$ cat src/rtl/msk_key_ctrl_pkg.sv
// msk_key_ctrl_pkg: shared state encoding, refresh latency and word-type codes
package msk_key_ctrl_pkg;
  localparam logic [2:0] ST_SEED = 3'd0;
  localparam logic [2:0] ST_FILL = 3'd1;
  localparam logic [2:0] ST_KEY = 3'd2;
  localparam logic [2:0] ST_READY = 3'd3;
  localparam logic [2:0] ST_RFSH = 3'd4;
  localparam logic [2:0] ST_ERR = 3'd5;
  typedef enum logic [2:0] {
    SEED = ST_SEED,
    FILL = ST_FILL,
    KEY = ST_KEY,
    READY = ST_READY,
    RFSH = ST_RFSH,
    ERR = ST_ERR
  } state_t;
  localparam int RFSH_LAT = 2;
  localparam logic TYPE_SEED = 1'b1;
  localparam logic TYPE_KEY = 1'b0;
endpackage

$ cat src/rtl/msk_rfrsh_timer.sv
// msk_rfrsh_timer: periodic auto-refresh counter with a sticky pending flag
module msk_rfrsh_timer #(
  parameter int PERIOD = 8
) (
  input  logic clk,
  input  logic pre_rst,
  input  logic en,
  input  logic clr,
  output logic pending
);
  localparam int CW = PERIOD > 1 ? $clog2(PERIOD) : 1;
  logic [CW-1:0] cnt;
  // counting stops once pending; the issued refresh restarts the period
  always_ff @(posedge clk)
    if (pre_rst || clr) begin
      cnt <= '0;
      pending <= 1'b0;
    end else if (en && !pending) begin
      if (cnt == CW'(PERIOD - 1)) pending <= 1'b1;
      else cnt <= cnt + 1'b1;
    end
endmodule

$ cat src/rtl/msk_key_rfrsh_ctrl.sv
// msk_key_rfrsh_ctrl: sequences seeding, key loading and share refreshes
module msk_key_rfrsh_ctrl
  import msk_key_ctrl_pkg::*;
#(
  parameter int SIZE_FEED = 32,
  parameter int SEED_WORDS = 4,
  parameter int KEY_WORDS = 4,
  parameter int AUTO_RFSH_PERIOD = 0
) (
  input  logic                 clk,
  input  logic                 pre_rst,
  input  logic [SIZE_FEED-1:0] bus_data,
  input  logic                 bus_valid,
  input  logic                 bus_is_seed,
  output logic                 bus_ready,
  output logic [SIZE_FEED-1:0] holder_data,
  output logic                 holder_data_valid,
  output logic                 feed_prng_seed,
  output logic                 n_lock_for_seed,
  input  logic                 rnd_ready,
  output logic                 pre_pre_refresh,
  input  logic                 rfrsh_req,
  output logic                 rfrsh_ack,
  output logic                 key_valid,
  output logic                 err
);
  localparam int MW = SEED_WORDS > KEY_WORDS ? SEED_WORDS : KEY_WORDS;
  localparam int WW = MW > 1 ? $clog2(MW) : 1;
  state_t st, st_n;
  logic [WW-1:0] wcnt, wcnt_n;
  logic [1:0] rcnt, rcnt_n;
  logic src, src_n, pending, issue, seed_w, key_w;
  assign seed_w = bus_valid && bus_is_seed == TYPE_SEED;
  assign key_w = bus_valid && bus_is_seed == TYPE_KEY;
  always_ff @(posedge clk)
    if (pre_rst) begin
      st <= SEED;
      wcnt <= '0;
      rcnt <= '0;
      src <= 1'b0;
    end else begin
      st <= st_n;
      wcnt <= wcnt_n;
      rcnt <= rcnt_n;
      src <= src_n;
    end
  always_comb begin
    st_n = st;
    wcnt_n = wcnt;
    rcnt_n = rcnt;
    src_n = src;
    issue = 1'b0;
    rfrsh_ack = 1'b0;
    case (st)
      SEED:
        if (key_w) st_n = ERR;
        else if (seed_w) begin
          st_n = wcnt == WW'(SEED_WORDS - 1) ? FILL : SEED;
          wcnt_n = wcnt == WW'(SEED_WORDS - 1) ? '0 : wcnt + 1'b1;
        end
      FILL: st_n = rnd_ready ? KEY : FILL;
      KEY:
        if (seed_w) st_n = ERR;
        else if (key_w) begin
          st_n = wcnt == WW'(KEY_WORDS - 1) ? READY : KEY;
          wcnt_n = wcnt == WW'(KEY_WORDS - 1) ? '0 : wcnt + 1'b1;
        end
      READY:
        // an arriving word counts as word 0 of a fresh reseed/reload
        if (seed_w) begin
          st_n = SEED_WORDS == 1 ? FILL : SEED;
          wcnt_n = SEED_WORDS == 1 ? '0 : WW'(1);
        end else if (key_w) begin
          st_n = KEY_WORDS == 1 ? READY : KEY;
          wcnt_n = KEY_WORDS == 1 ? '0 : WW'(1);
        end else if ((rfrsh_req || pending) && rnd_ready) begin
          issue = 1'b1;
          src_n = rfrsh_req;
          rcnt_n = 2'(RFSH_LAT - 1);
          st_n = RFSH;
        end
      RFSH:
        if (rcnt == '0) begin
          st_n = READY;
          rfrsh_ack = src;
        end else rcnt_n = rcnt - 1'b1;
      default: st_n = ERR;
    endcase
  end
  generate
    if (AUTO_RFSH_PERIOD > 0) begin : g_tmr
      msk_rfrsh_timer #(.PERIOD(AUTO_RFSH_PERIOD)) u_tmr (
        .clk(clk),
        .pre_rst(pre_rst),
        .en(st == READY),
        .clr(issue),
        .pending(pending)
      );
    end else begin : g_tie
      assign pending = 1'b0;
    end
  endgenerate
  assign bus_ready = st == SEED || st == KEY || st == READY;
  assign holder_data = bus_data;
  assign holder_data_valid = bus_ready && (st == READY ? bus_valid : st == SEED ? seed_w : key_w);
  assign feed_prng_seed = st == SEED;
  assign n_lock_for_seed = st != SEED;
  assign pre_pre_refresh = issue;
  assign key_valid = st == READY;
  assign err = st == ERR;
endmodule

$ cat config.mk
export PLATFORM = sky130hd
export DESIGN_NAME = msk_key_rfrsh_ctrl
export DESIGN_NICKNAME = d
export VERILOG_FILES = /design/src/rtl/msk_key_ctrl_pkg.sv /design/src/rtl/msk_rfrsh_timer.sv /design/src/rtl/msk_key_rfrsh_ctrl.sv
export SDC_FILE = /design/constraint.sdc
export NUM_CORES = 1
export LEC_CHECK = 0
export CELL_PAD_IN_SITES_DETAIL_PLACEMENT = 1
export CELL_PAD_IN_SITES_GLOBAL_PLACEMENT = 1
export CORE_MARGIN = 2
export CORE_UTILIZATION = 19
export DETAILED_ROUTE_END_ITERATION = 7
export PLACE_DENSITY_LB_ADDON = 0.1
export SYNTH_ARGS = -nofsm -noshare
export SYNTH_HDL_FRONTEND = slang
export SYNTH_SLANG_ARGS = --single-unit
$ cat constraint.sdc
create_clock -name clk -period 1.7 [get_ports clk]
set_input_delay 0.17 -clock clk [delete_from_list [all_inputs] [get_ports clk]]
set_output_delay 0.17 -clock clk [all_outputs]
set_load 0.05 [all_outputs]
==> results of run 1 <==
-- placed cells by master (no fill, tap or decap), types with 3 or more instances in the layout --
| master | netlist | layout |
|---|---|---|
| sky130_fd_sc_hd__o21ai_0 | 4 | 4 |
| sky130_fd_sc_hd__nor3_1 | 4 | 4 |
| sky130_fd_sc_hd__buf_4 | 32 | 11 |
| sky130_fd_sc_hd__clkdlybuf4s50_1 | 0 | 5 |
| sky130_fd_sc_hd__nor2_1 | 6 | 5 |
| sky130_fd_sc_hd__inv_1 | 8 | 7 |
| sky130_fd_sc_hd__dfxtp_2 | 0 | 3 |
| sky130_fd_sc_hd__nand2_1 | 4 | 4 |
| sky130_fd_sc_hd__clkbuf_8 | 0 | 3 |
| sky130_fd_sc_hd__buf_12 | 0 | 7 |
| sky130_fd_sc_hd__o21a_1 | 3 | 3 |
| sky130_fd_sc_hd__dfxtp_1 | 8 | 5 |
-- worst register-to-register path, delay by kind of cell (launching register included) --
family / cells / cell delay, ns
flip-flops: 1 / 0.37
AO/OA/AOI/OAI: 2 / 0.38
AND/OR/NAND/NOR: 1 / 0.34
buffers and inverters: 2 / 0.28
-- layout make-up --
class                   count  area, sq um  share of cell area [%]
clock buffers               3         41.3                    4.22
well taps                  52         65.1                    6.65
flip-flops and latches      8          164                    16.8
inverters                   8         33.8                    3.45
multi-input cells          53          402                    41.0
repair buffers             23          273                    27.9
-- sequential cells by signal, summed over array words and instances (netlist names) --
name  count
st        3
wcnt      2
rcnt      2
src       1
-- how the worst max path moves through the flow --
stage / startpoint / to / slack, ns / cells past startpoint
after floorplan: st[1] / wcnt[0] / 0.09 / 4
after CTS: st[2] / pre_pre_refresh / 0.002 / 3
final: bus_is_seed / holder_data_valid / 0.1 / 5
after detailed placement: bus_valid / st[1] / -0.02 / 5
after global routing: bus_is_seed / holder_data_valid / 0.007 / 5
after global placement: bus_is_seed / holder_data_valid / 0.009 / 5
-- timing repair --
| item | in CTS | in global routing |
|---|---|---|
| resized for setup | 2 | 5 |
| cloned | 0 | 0 |
| pin swaps | 0 | 1 |
| hold buffers | 0 | 0 |
| setup endpoints to repair | 2 | 3 |
| hold endpoints to repair | 0 | 0 |
| buffers inserted | 0 | 0 |
-- report_power, final --
group	internal (uW)	total [uW]	switching, uW
Clock	153	227	74.0
Sequential	207	246	38.2
Combinational	189	402	213
-- metrics by stage --
stage | instance area [sq um] | util, % | setup WS (ns) | setup TNS (ns)
detailed placement | 908 | 21.2 | -0.0213 | -0.0362
global placement | 908 | 21.2 | 0.00934 | 0
global route | 978 | 22.8 | 0.00719 | 0
finish | 978 | 22.8 | 0.0964 | 0
CTS | 958 | 22.3 | 0.00236 | 0
floorplan | 847 | - | 0.0883 | 0
-- metal layers --
layer	share of wire, %	vias to the layer above
li1	-	309
met1	46	309
met2	46	21
met3	6.7	6
met4	1.2	0
met5	0	-
-- kinds of logic (layout without fill, tap and decap cells) --
group | Yosys count | count (layout)
DFF | 8 | 8
AOI/OAI and AO/OA | 17 | 17
xor gates and xnor gates | 1 | 1
muxes | 1 | 1
buffers and inverters | 45 | 34
adders and majority gates | 2 | 2
and+or+nand+nor | 32 | 32
==> key figures, run 1 <==
Worst setup path
  – Type of element capturing the critical path: primary output
  – Slowest Stage Delay on Critical Path: 0.57 ns
  – Worst setup SP type: input pin
  – Reg2reg end: st[2]
  – Count of buffering cells on the critical path with inverters included: 2
  – Launching point of the worst reg2reg path: st[0]
  – Max stage delay cell, worst path: sky130_fd_sc_hd__clkdlybuf4s50_1
  – R2R cell count: 5
  – Endpoint required time on the critical path: 1.53 ns
  – Cell class contributing the biggest share of worst-path delay: buffers and inverters
  – Ordered list of cells on the worst path: clkdlybuf4s50_1 > nor2b_1 > xnor2_2 > nor2_2 > buf_12
  – Critical Setup Path Class: input pin to primary output
  – Data arrival at the endpoint of the critical path: 1.43 ns
  – Reg-to-reg slack, setup: 0.23 ns
  – Crit-path max FO: 5

Detailed routing
  – Average detailed-routed wire length per instance: 13.4 um
  – Routed vias/inst: 4.39
  – Number of iterations in the first detailed-routing pass: 2
  – Routed wire length: 1970 um
  – Initial DRC Count: 33
  – Total via count in the routed design: 645
  – Routed Antenna Nets: 0
  – Remaining routing DRC violations: 0

Synth
  – Flops & latches, synth: 8
  – Cell types with the highest counts after synthesis: 32 x sky130_fd_sc_hd__buf_4, 8 x sky130_fd_sc_hd__dfxtp_1, 8 x sky130_fd_sc_hd__inv_1, 6 x sky130_fd_sc_hd__nor2_1
  – Unique cell type count in the Yosys netlist: 35
  – Most common cell in the synthesized netlist: sky130_fd_sc_hd__buf_4
  – Number of nets produced by synthesis: 146
  – Post-synthesis cell type with the largest combined area: sky130_fd_sc_hd__buf_4
  – Share of the synthesized area in the top cell type: 28.7%
  – Cell area after synthesis: 838 sq um
  – Number of synthesized flops with an enable pin: 0
  – Synthesis Warnings: 0
  – Compound-cell area share of the yosys netlist: 14.9%
  – Predominant post-synthesis flop cell: sky130_fd_sc_hd__dfxtp_1
  – Proportion of synthesized area in mux cells: 1.34%
  – Top cells by area, synth: sky130_fd_sc_hd__buf_4 29%, sky130_fd_sc_hd__dfxtp_1 19%, sky130_fd_sc_hd__inv_1 3.6%, sky130_fd_sc_hd__ha_1 3.0%, sky130_fd_sc_hd__buf_6 2.7%
  – Cells after Synth: 106
  – Combinational family with the most area after synthesis: buffers and inverters
  – Mean area per synthesized cell: 7.91 sq um
  – Adder-cell area share of the yosys netlist: 2.99%
  – Async set-reset flop share out of synthesis: 0%
  – XOR/XNOR Fraction of Synth Area: 1.04%
  – Area share of and/or/nand/nor cells after synthesis: 24.0%
  – Sequential fraction of the synthesis area: 19.1%

Cells and area
  – Final Non-Filler Cells: 147
  – Area grow syn2layout: 16.7%
  – Ratio of cells with drive above 1 in the final layout: 33.7%
  – Fillers: 505
  – Number of nets in the layout: 137
  – Antenna Cells: 0

Pwr
  – Cell leakage power: 0.000420 uW
  – Pwr Density: 894 nW/um^2
  – Worst supply voltage drop on vdd: 0.000244 V
  – Final Power: 875 uW

Timing
  – Hold violation count in the final report: 0
  – Pins Over Slew Limit: 0
  – Hold WS: 0.340 ns
  – Setup repair after global routing missed its margin: false
  – Shortest clock period the worst path allows after layout: 1.60 ns
  – Tightest Pin Transition: 0.387 ns
  – Worst Skew: 0.00117 ns
  – Number of endpoints failing setup at the final stage: 0
  – Worst max-slew margin expressed relative to the limit: 74.0%
  – FMAX: 0.624 GHz
  – Final worst-path cycle share: 94.3%

Die
  – Die height: 70.4 um
  – Cell row count: 24
  – CORE AREA: 4290 sq um
  – Number of placed I/O pins: 78
  – Total Die Area: 4960 sq um
  – Die X-Extent: 70.4 um
  – Effective utilization at floorplan: 19.5%

CTS
  – Number of H-tree levels: 1
  – Sink Count: 8
  – TritonCTS clock tree: built
  – Max Root-Sink Buffers: 2
  – Clock root buffer: sky130_fd_sc_hd__clkbuf_8
  – Inserted Clock Buffers: 3
  – Skew-Pair Late Insertion Delay: 0.23 ns

Global routing
  – Remaining Overflow, GRT: 0
  – Vias in the first global route: 702
  – First-pass GRT wire length: 3270 um
  – Met2 Use GR: 12.7%
  – Met3 usage: 3.17%
  – GRT busiest layer: met2
  – Global-route met1 utilization: 9.99%
  – Total routing usage reported by global routing: 8.22%
  – Number of antenna violations at the first check in global routing: 0
  – Pin count of the biggest net entering global routing: 13

Hold path
  – Hold Path Stages: 0
  – Hold EP: holder_data[15]
  – Worst min-delay path category: input pin to primary output
  – HP Start: bus_data[15]

Placed design
  – Final estimated routing congestion in global placement: 0.693
  – Placed Instances: 144
  – Count of port buffers added during placement: 13
  – Placed wire-length estimate: 1560 um

Run
  – Number of maximum-capacitance violations: 0

Run status
  – Outcome: finished clean
Note: power is estimated with default switching activity, not from simulation.
==> run 2: changes to the inputs <==
--- a/config.mk
+++ b/config.mk
@@ -10,6 +10,7 @@
 export CORE_MARGIN = 2
 export CORE_UTILIZATION = 19
 export DETAILED_ROUTE_END_ITERATION = 7
+export HOLD_SLACK_MARGIN = 0.02
 export PLACE_DENSITY_LB_ADDON = 0.1
 export SYNTH_ARGS = -nofsm -noshare
 export SYNTH_HDL_FRONTEND = slang
==> constraint.sdc (replaced) <==
create_clock -name clk -period 1.7 [get_ports clk]
set_input_delay 0.34 -clock clk [delete_from_list [all_inputs] [get_ports clk]]
set_output_delay 0.34 -clock clk [all_outputs]
set_load 0.05 [all_outputs]
==> run 2 against run 1 <==
Final area is 5.5% higher. Flip-flop and latch count unchanged. Clock-buffer cell count stayed put. Power rose by 5.4%. Combinational power rose by 11%. Via count rose by 1.6%.
==> key figures, run 2 (synthesis gave the netlist of run 1 again) <==
Die
  – Die X-Extent: 70.4 um (unchanged)
  – Total Die Area: 4960 sq um (unchanged)
  – Die height: 70.4 um (unchanged)
  – Effective utilization at floorplan: 19.5% (unchanged)
  – Cell row count: 24 (unchanged)
  – Number of placed I/O pins: 78 (unchanged)
  – CORE AREA: 4290 sq um (unchanged)

Hold path
  – Worst min-delay path category: flop to flop (was input pin to primary output)

Placed design
  – Setup slack at placement: -0.264 ns (was -0.0213 ns)
  – Final estimated routing congestion in global placement: 0.690 (was 0.693)
  – Count of port buffers added during placement: 13 (unchanged)
  – Placed inst area: 926 sq um (was 908 sq um)
  – Placed wire-length estimate: 1600 um (was 1560 um)

Cells and area
  – Area grow syn2layout: 23.1% (was 16.7%)
  – Antenna Cells: 0 (unchanged)
  – Commonest non-fill, non-tap cell in the layout: sky130_fd_sc_hd__buf_4 (unchanged)
  – Largest registers: st x3, rcnt x2, wcnt x2 (unchanged)
  – Finished Cell Area: 1030 sq um (was 978 sq um)
  – Number of nets in the layout: 142 (was 137)
  – Ratio of cells with drive above 1 in the final layout: 40.0% (was 33.7%)
  – Largest register by flop count: st (unchanged)
  – Highest-count cells in the layout ignoring fill and taps: 16 x sky130_fd_sc_hd__buf_4, 7 x sky130_fd_sc_hd__inv_1, 7 x sky130_fd_sc_hd__buf_12 (was 11 x sky130_fd_sc_hd__buf_4, 7 x sky130_fd_sc_hd__inv_1, 7 x sky130_fd_sc_hd__buf_12)
  – Number of flip-flops in the largest register: 3 (unchanged)

Worst setup path
  – Type of element capturing the critical path: primary output (unchanged)
  – Data arrival at the endpoint of the critical path: 1.30 ns (was 1.43 ns)
  – Worst setup SP type: flop (was input pin)
  – Endpoint required time on the critical path: 1.36 ns (was 1.53 ns)
  – Critical Setup Path Class: flop to primary output (was input pin to primary output)
  – Crit-path max FO: 6 (was 5)

Global routing
  – Global-route met1 utilization: 10.4% (was 9.99%)
  – Total routing usage reported by global routing: 8.79% (was 8.22%)
  – Vias in the first global route: 698 (was 702)
  – Number of antenna violations at the first check in global routing: 0 (unchanged)
  – GRT busiest layer: met2 (unchanged)
  – First-pass GRT wire length: 3410 um (was 3270 um)
  – Met2 Use GR: 14.2% (was 12.7%)
  – Remaining Overflow, GRT: 0 (unchanged)
  – Pin count of the biggest net entering global routing: 15 (was 13)
  – Met3 usage: 1.73% (was 3.17%)

Pwr
  – Cell leakage power: 0.000471 uW (was 0.000420 uW)
  – Worst supply voltage drop on vdd: 0.000401 V (was 0.000244 V)
  – Pwr Density: 893 nW/um^2 (was 894 nW/um^2)

Timing
  – FMAX: 0.608 GHz (was 0.624 GHz)
  – Hold violation count in the final report: 0 (unchanged)
  – Final worst-path cycle share: 96.7% (was 94.3%)
  – Setup repair after global routing missed its margin: false (unchanged)
  – Worst max-slew margin expressed relative to the limit: 70.9% (was 74.0%)
  – Number of endpoints failing setup at the final stage: 0 (unchanged)
  – Worst Skew: 0.00217 ns (was 0.00117 ns)
  – Worst setup margin: 0.0559 ns (was 0.0964 ns)
  – Tightest Pin Transition: 0.433 ns (was 0.387 ns)
  – Shortest clock period the worst path allows after layout: 1.64 ns (was 1.60 ns)
  – Pins Over Slew Limit: 0 (unchanged)

CTS
  – TritonCTS clock tree: built (unchanged)
  – Inserted Clock Buffers: 3 (unchanged)
  – Clock-pin transition on the worst setup and hold timing paths: 0.04 ns
  – Sink Count: 8 (unchanged)
  – Number of H-tree levels: 1 (unchanged)
  – Clock root buffer: sky130_fd_sc_hd__clkbuf_8 (unchanged)
  – Cts-stage hold buffer count: 0 (unchanged)
  – Skew-Pair Late Insertion Delay: 0.23 ns (about the same)
  – Max Root-Sink Buffers: 2 (unchanged)

Run status
  – Outcome: finished clean (unchanged)

Run
  – Number of maximum-capacitance violations: 0 (unchanged)

Detailed routing
  – Remaining routing DRC violations: 0 (unchanged)
  – Number of iterations in the first detailed-routing pass: 3 (was 2)
  – Routed vias/inst: 4.31 (was 4.39)
  – Average detailed-routed wire length per instance: 13.5 um (was 13.4 um)
  – Routed Antenna Nets: 0 (unchanged)
  – Total via count in the routed design: 655 (was 645)
  – Initial DRC Count: 14 (was 33)
  – Routed wire length: 2050 um (was 1970 um)
[run 2: cell types whose count changed in the layout (fill, tap and decap cells not counted), moves of 2 or more]
cell and delta:
sky130_fd_sc_hd__buf_4 +5, sky130_fd_sc_hd__clkdlybuf4s50_1 -4, sky130_fd_sc_hd__dfxtp_2 -2, sky130_fd_sc_hd__dfxtp_4 +2
sky130_fd_sc_hd__dlymetal6s2s_1 +2
[run 2: critical path, cell delays in order, from the launching register on]
cell and delay [ns]:
sky130_fd_sc_hd__dfxtp_4 0.35, sky130_fd_sc_hd__buf_4 0.15, sky130_fd_sc_hd__or3_4 0.34, sky130_fd_sc_hd__clkinvlp_4 0.10
sky130_fd_sc_hd__buf_12 0.13
[run 2: final timing paths]
| path | startpoint | to | cells after the start | slack (ns) |
|---|---|---|---|---|
| worst min register to register | src | src | 2 | 0.46 |
| worst min-delay path | src | src | 2 | 0.46 |
| worst max-delay path | st[1] | feed_prng_seed | 4 | 0.06 |
| worst max register to register | st[1] | st[0] | 5 | 0.22 |
[run 2: through the flow]
stage	std cells	util [%]	total power, uW	hold slack (ns)	setup TNS, ns
after floorplan	106	-	676	0.432	0
after global placement	146	21.6	650	0.458	-0.971
after detailed placement	146	21.6	649	0.458	-1.08
after CTS	151	23.7	931	0.467	0
after global routing	152	24.0	986	0.493	0
final	152	24.0	922	0.460	0
[run 2: cell type report]
type / count / area (sq um)
tap: 52 / 65.1
sequential: 8 / 169
timing repair buffer: 28 / 314
clock buffer: 3 / 41.3
inverter: 8 / 33.8
fill: 510 / 3260
multi-input combinational: 53 / 409
[run 2: report_power, final]
| group | total (uW) | switching (uW) | internal, uW |
|---|---|---|---|
| clock network | 234 | 79.6 | 154 |
| registers | 240 | 32.0 | 208 |
| logic | 448 | 230 | 219 |
| total | 922 | 341 | 581 |
[run 2: repair_timing]
item | 4_1_cts | 5_1_grt
pin swaps | 2 | 2
setup endpoints to repair | 5 | 2
gates resized for setup | 12 | 4
setup buffers | 3 | 1
[run 2: metal layers]
| metal | vias to the layer above | routed length, um |
|---|---|---|
| met3 | 10 | 129 |
| met5 | - | 0 |
| met4 | 0 | 55 |
| met2 | 19 | 950 |
| li1 | 316 | - |
| met1 | 310 | 914 |
==> run 3: changes to the inputs <==
--- a/config.mk
+++ b/config.mk
@@ -12,6 +12,7 @@
 export DETAILED_ROUTE_END_ITERATION = 7
 export HOLD_SLACK_MARGIN = 0.02
 export PLACE_DENSITY_LB_ADDON = 0.1
+export SKIP_CTS_REPAIR_TIMING = 1
 export SYNTH_ARGS = -nofsm -noshare
 export SYNTH_HDL_FRONTEND = slang
 export SYNTH_SLANG_ARGS = --single-unit
==> run 3 against run 2 <==
Cell count increased by 2.6%. Sequential share of layout area decreased by 0.41 points. Flip-flop and latch count unchanged. Final area increased by 4.1%. Die area unchanged. Critical endpoint unchanged.
==> key figures, run 3 (synthesis gave the netlist of run 1 again) <==
CTS
  – Max Root-Sink Buffers: 2 (unchanged)
  – TritonCTS clock tree: built (unchanged)
  – Clock-pin transition on the worst setup and hold timing paths: 0.04 ns (about the same)
  – Sink Count: 8 (unchanged)
  – Inserted Clock Buffers: 3 (unchanged)
  – Clock root buffer: sky130_fd_sc_hd__clkbuf_8 (unchanged)
  – Number of H-tree levels: 1 (unchanged)
  – Skew-Pair Late Insertion Delay: 0.23 ns (about the same)

Timing
  – Worst Skew: 0.00215 ns (was 0.00217 ns)
  – Worst setup margin: 0.0176 ns (was 0.0559 ns)
  – Tightest Pin Transition: 0.433 ns (about the same)
  – Number of endpoints failing setup at the final stage: 0 (unchanged)
  – Worst max-slew margin expressed relative to the limit: 70.9% (about the same)
  – Final worst-path cycle share: 99.0% (was 96.7%)
  – Shortest clock period the worst path allows after layout: 1.68 ns (was 1.64 ns)
  – Pins Over Slew Limit: 0 (unchanged)
  – FMAX: 0.594 GHz (was 0.608 GHz)
  – Setup repair after global routing missed its margin: true (was false)
  – Hold violation count in the final report: 0 (unchanged)
  – Hold WS: 0.460 ns (about the same)

Global routing
  – Number of antenna violations at the first check in global routing: 0 (unchanged)
  – Total routing usage reported by global routing: 8.32% (was 8.79%)
  – First-pass GRT wire length: 3220 um (was 3410 um)
  – Vias in the first global route: 685 (was 698)
  – Pin count of the biggest net entering global routing: 13 (was 15)
  – Remaining Overflow, GRT: 0 (unchanged)

Worst setup path
  – Worst setup SP type: flop (unchanged)
  – Max stage delay cell, worst path: sky130_fd_sc_hd__or3_4 (was sky130_fd_sc_hd__dfxtp_4)
  – Reg-to-reg slack, setup: 0.19 ns (was 0.22 ns)
  – Slowest Stage Delay on Critical Path: 0.40 ns (was 0.35 ns)
  – Count of buffering cells on the critical path with inverters included: 3 (unchanged)
  – Worst setup path start: st[0] (was st[1])
  – R2R cell count: 6 (was 5)
  – Reg2reg end: st[2] (was st[0])
  – Launching point of the worst reg2reg path: st[0] (was st[1])
  – Data arrival at the endpoint of the critical path: 1.34 ns (was 1.30 ns)
  – Type of element capturing the critical path: primary output (unchanged)
  – Critical Setup Path Class: flop to primary output (unchanged)
  – Crit-path max FO: 7 (was 6)
  – Cell class contributing the biggest share of worst-path delay: simple AND/OR/NAND/NOR gates (was buffers and inverters)
  – Endpoint required time on the critical path: 1.36 ns (about the same)
  – Ordered list of cells on the worst path: buf_6 > or3_4 > clkinvlp_4 > buf_12 (was buf_4 > or3_4 > clkinvlp_4 > buf_12)

Placed design
  – Placed inst area: 926 sq um (unchanged)
  – Count of port buffers added during placement: 13 (unchanged)
  – Setup slack at placement: -0.264 ns (unchanged)
  – Placed Instances: 146 (unchanged)
  – Placed wire-length estimate: 1600 um (unchanged)
  – Final estimated routing congestion in global placement: 0.690 (unchanged)

Cells and area
  – Number of nets in the layout: 146 (was 142)
  – Antenna Cells: 0 (unchanged)
  – Final Non-Filler Cells: 156 (was 152)
  – Finished Cell Area: 1070 sq um (was 1030 sq um)
  – Ratio of cells with drive above 1 in the final layout: 42.3% (was 40.0%)
  – Highest-count cells in the layout ignoring fill and taps: 19 x sky130_fd_sc_hd__buf_4, 7 x sky130_fd_sc_hd__inv_1, 7 x sky130_fd_sc_hd__buf_12 (was 16 x sky130_fd_sc_hd__buf_4, 7 x sky130_fd_sc_hd__inv_1, 7 x sky130_fd_sc_hd__buf_12)
  – Number of flip-flops in the largest register: 3 (unchanged)
  – Area grow syn2layout: 28.2% (was 23.1%)
  – Largest registers: st x3, rcnt x2, wcnt x2 (unchanged)
  – Largest register by flop count: st (unchanged)
  – Commonest non-fill, non-tap cell in the layout: sky130_fd_sc_hd__buf_4 (unchanged)

Detailed routing
  – Routed Antenna Nets: 0 (unchanged)
  – Routed wire length: 2070 um (was 2050 um)
  – Initial DRC Count: 8 (was 14)
  – Number of iterations in the first detailed-routing pass: 3 (unchanged)
  – Routed vias/inst: 4.25 (was 4.31)
  – Average detailed-routed wire length per instance: 13.3 um (was 13.5 um)
  – Total via count in the routed design: 663 (was 655)
  – Remaining routing DRC violations: 0 (unchanged)

Die
  – Number of placed I/O pins: 78 (unchanged)
  – Die height: 70.4 um (unchanged)
  – CORE AREA: 4290 sq um (unchanged)
  – Cell row count: 24 (unchanged)
  – Total Die Area: 4960 sq um (unchanged)
  – Effective utilization at floorplan: 19.5% (unchanged)
  – Die X-Extent: 70.4 um (unchanged)

Hold path
  – HP Start: src (unchanged)
  – Hold Path Stages: 2 (unchanged)
  – Hold EP: src (unchanged)
  – Worst min-delay path category: flop to flop (unchanged)

Pwr
  – Worst supply voltage drop on vdd: 0.000391 V (was 0.000401 V)
  – Cell leakage power: 0.000510 uW (was 0.000471 uW)
  – Pwr Density: 877 nW/um^2 (was 893 nW/um^2)

Run status
  – Outcome: finished clean (unchanged)

Run
  – Number of maximum-capacitance violations: 0 (unchanged)
## run 3: worst max-delay path by stage
stage / slack, ns / end / cells past startpoint
after floorplan: 0.12 / rcnt[0] / 5
after global placement: -0.23 / holder_data_valid / 5
after detailed placement: -0.26 / holder_data_valid / 5
after CTS: -0.27 / holder_data_valid / 5
after global routing: -0.03 / feed_prng_seed / 4
final: 0.02 / feed_prng_seed / 4
## run 3: per-stage QoR
stage / utilization [%] / setup TNS, ns / power (uW)
finish: 25.0 / 0 / 943
global route: 25.0 / -0.0333 / 1010
CTS: 22.5 / -0.531 / 894
detailed placement: 21.6 / -1.08 / 649
global placement: 21.6 / -0.971 / 650
floorplan: - / 0 / 676
## run 3: final cells by class
| class | instances | area, sq um |
|---|---|---|
| fillers | 509 | 3220 |
| well taps | 52 | 65.1 |
| inverters | 8 | 33.8 |
| flip-flops and latches | 8 | 171 |
| repair buffers | 32 | 354 |
| multi-input cells | 53 | 409 |
| clock buffers | 3 | 41.3 |
## run 3: power breakdown
| part | leakage [uW] | switching [uW] | internal [uW] |
|---|---|---|---|
| clock | 0.0000216 | 79.4 | 154 |
| combinational | 0.000422 | 245 | 237 |
| sequential | 0.0000672 | 20.7 | 208 |
| total | 0.000510 | 345 | 598 |
## run 3: layer usage
layer  track usage (%)  routed length, um
met1              9.48                928
met2              13.6                959
met3              1.73                129
met4              5.98                 55
met5                 0                  0
## run 3: worst register-to-register path, stage by stage, from the launching register on
cell	delay [ns]
sky130_fd_sc_hd__dfxtp_4	0.35
sky130_fd_sc_hd__buf_6	0.13
sky130_fd_sc_hd__or3_4	0.40
sky130_fd_sc_hd__clkinvlp_4	0.10
sky130_fd_sc_hd__buf_4	0.10
sky130_fd_sc_hd__a32oi_1	0.09
sky130_fd_sc_hd__a311oi_1	0.25
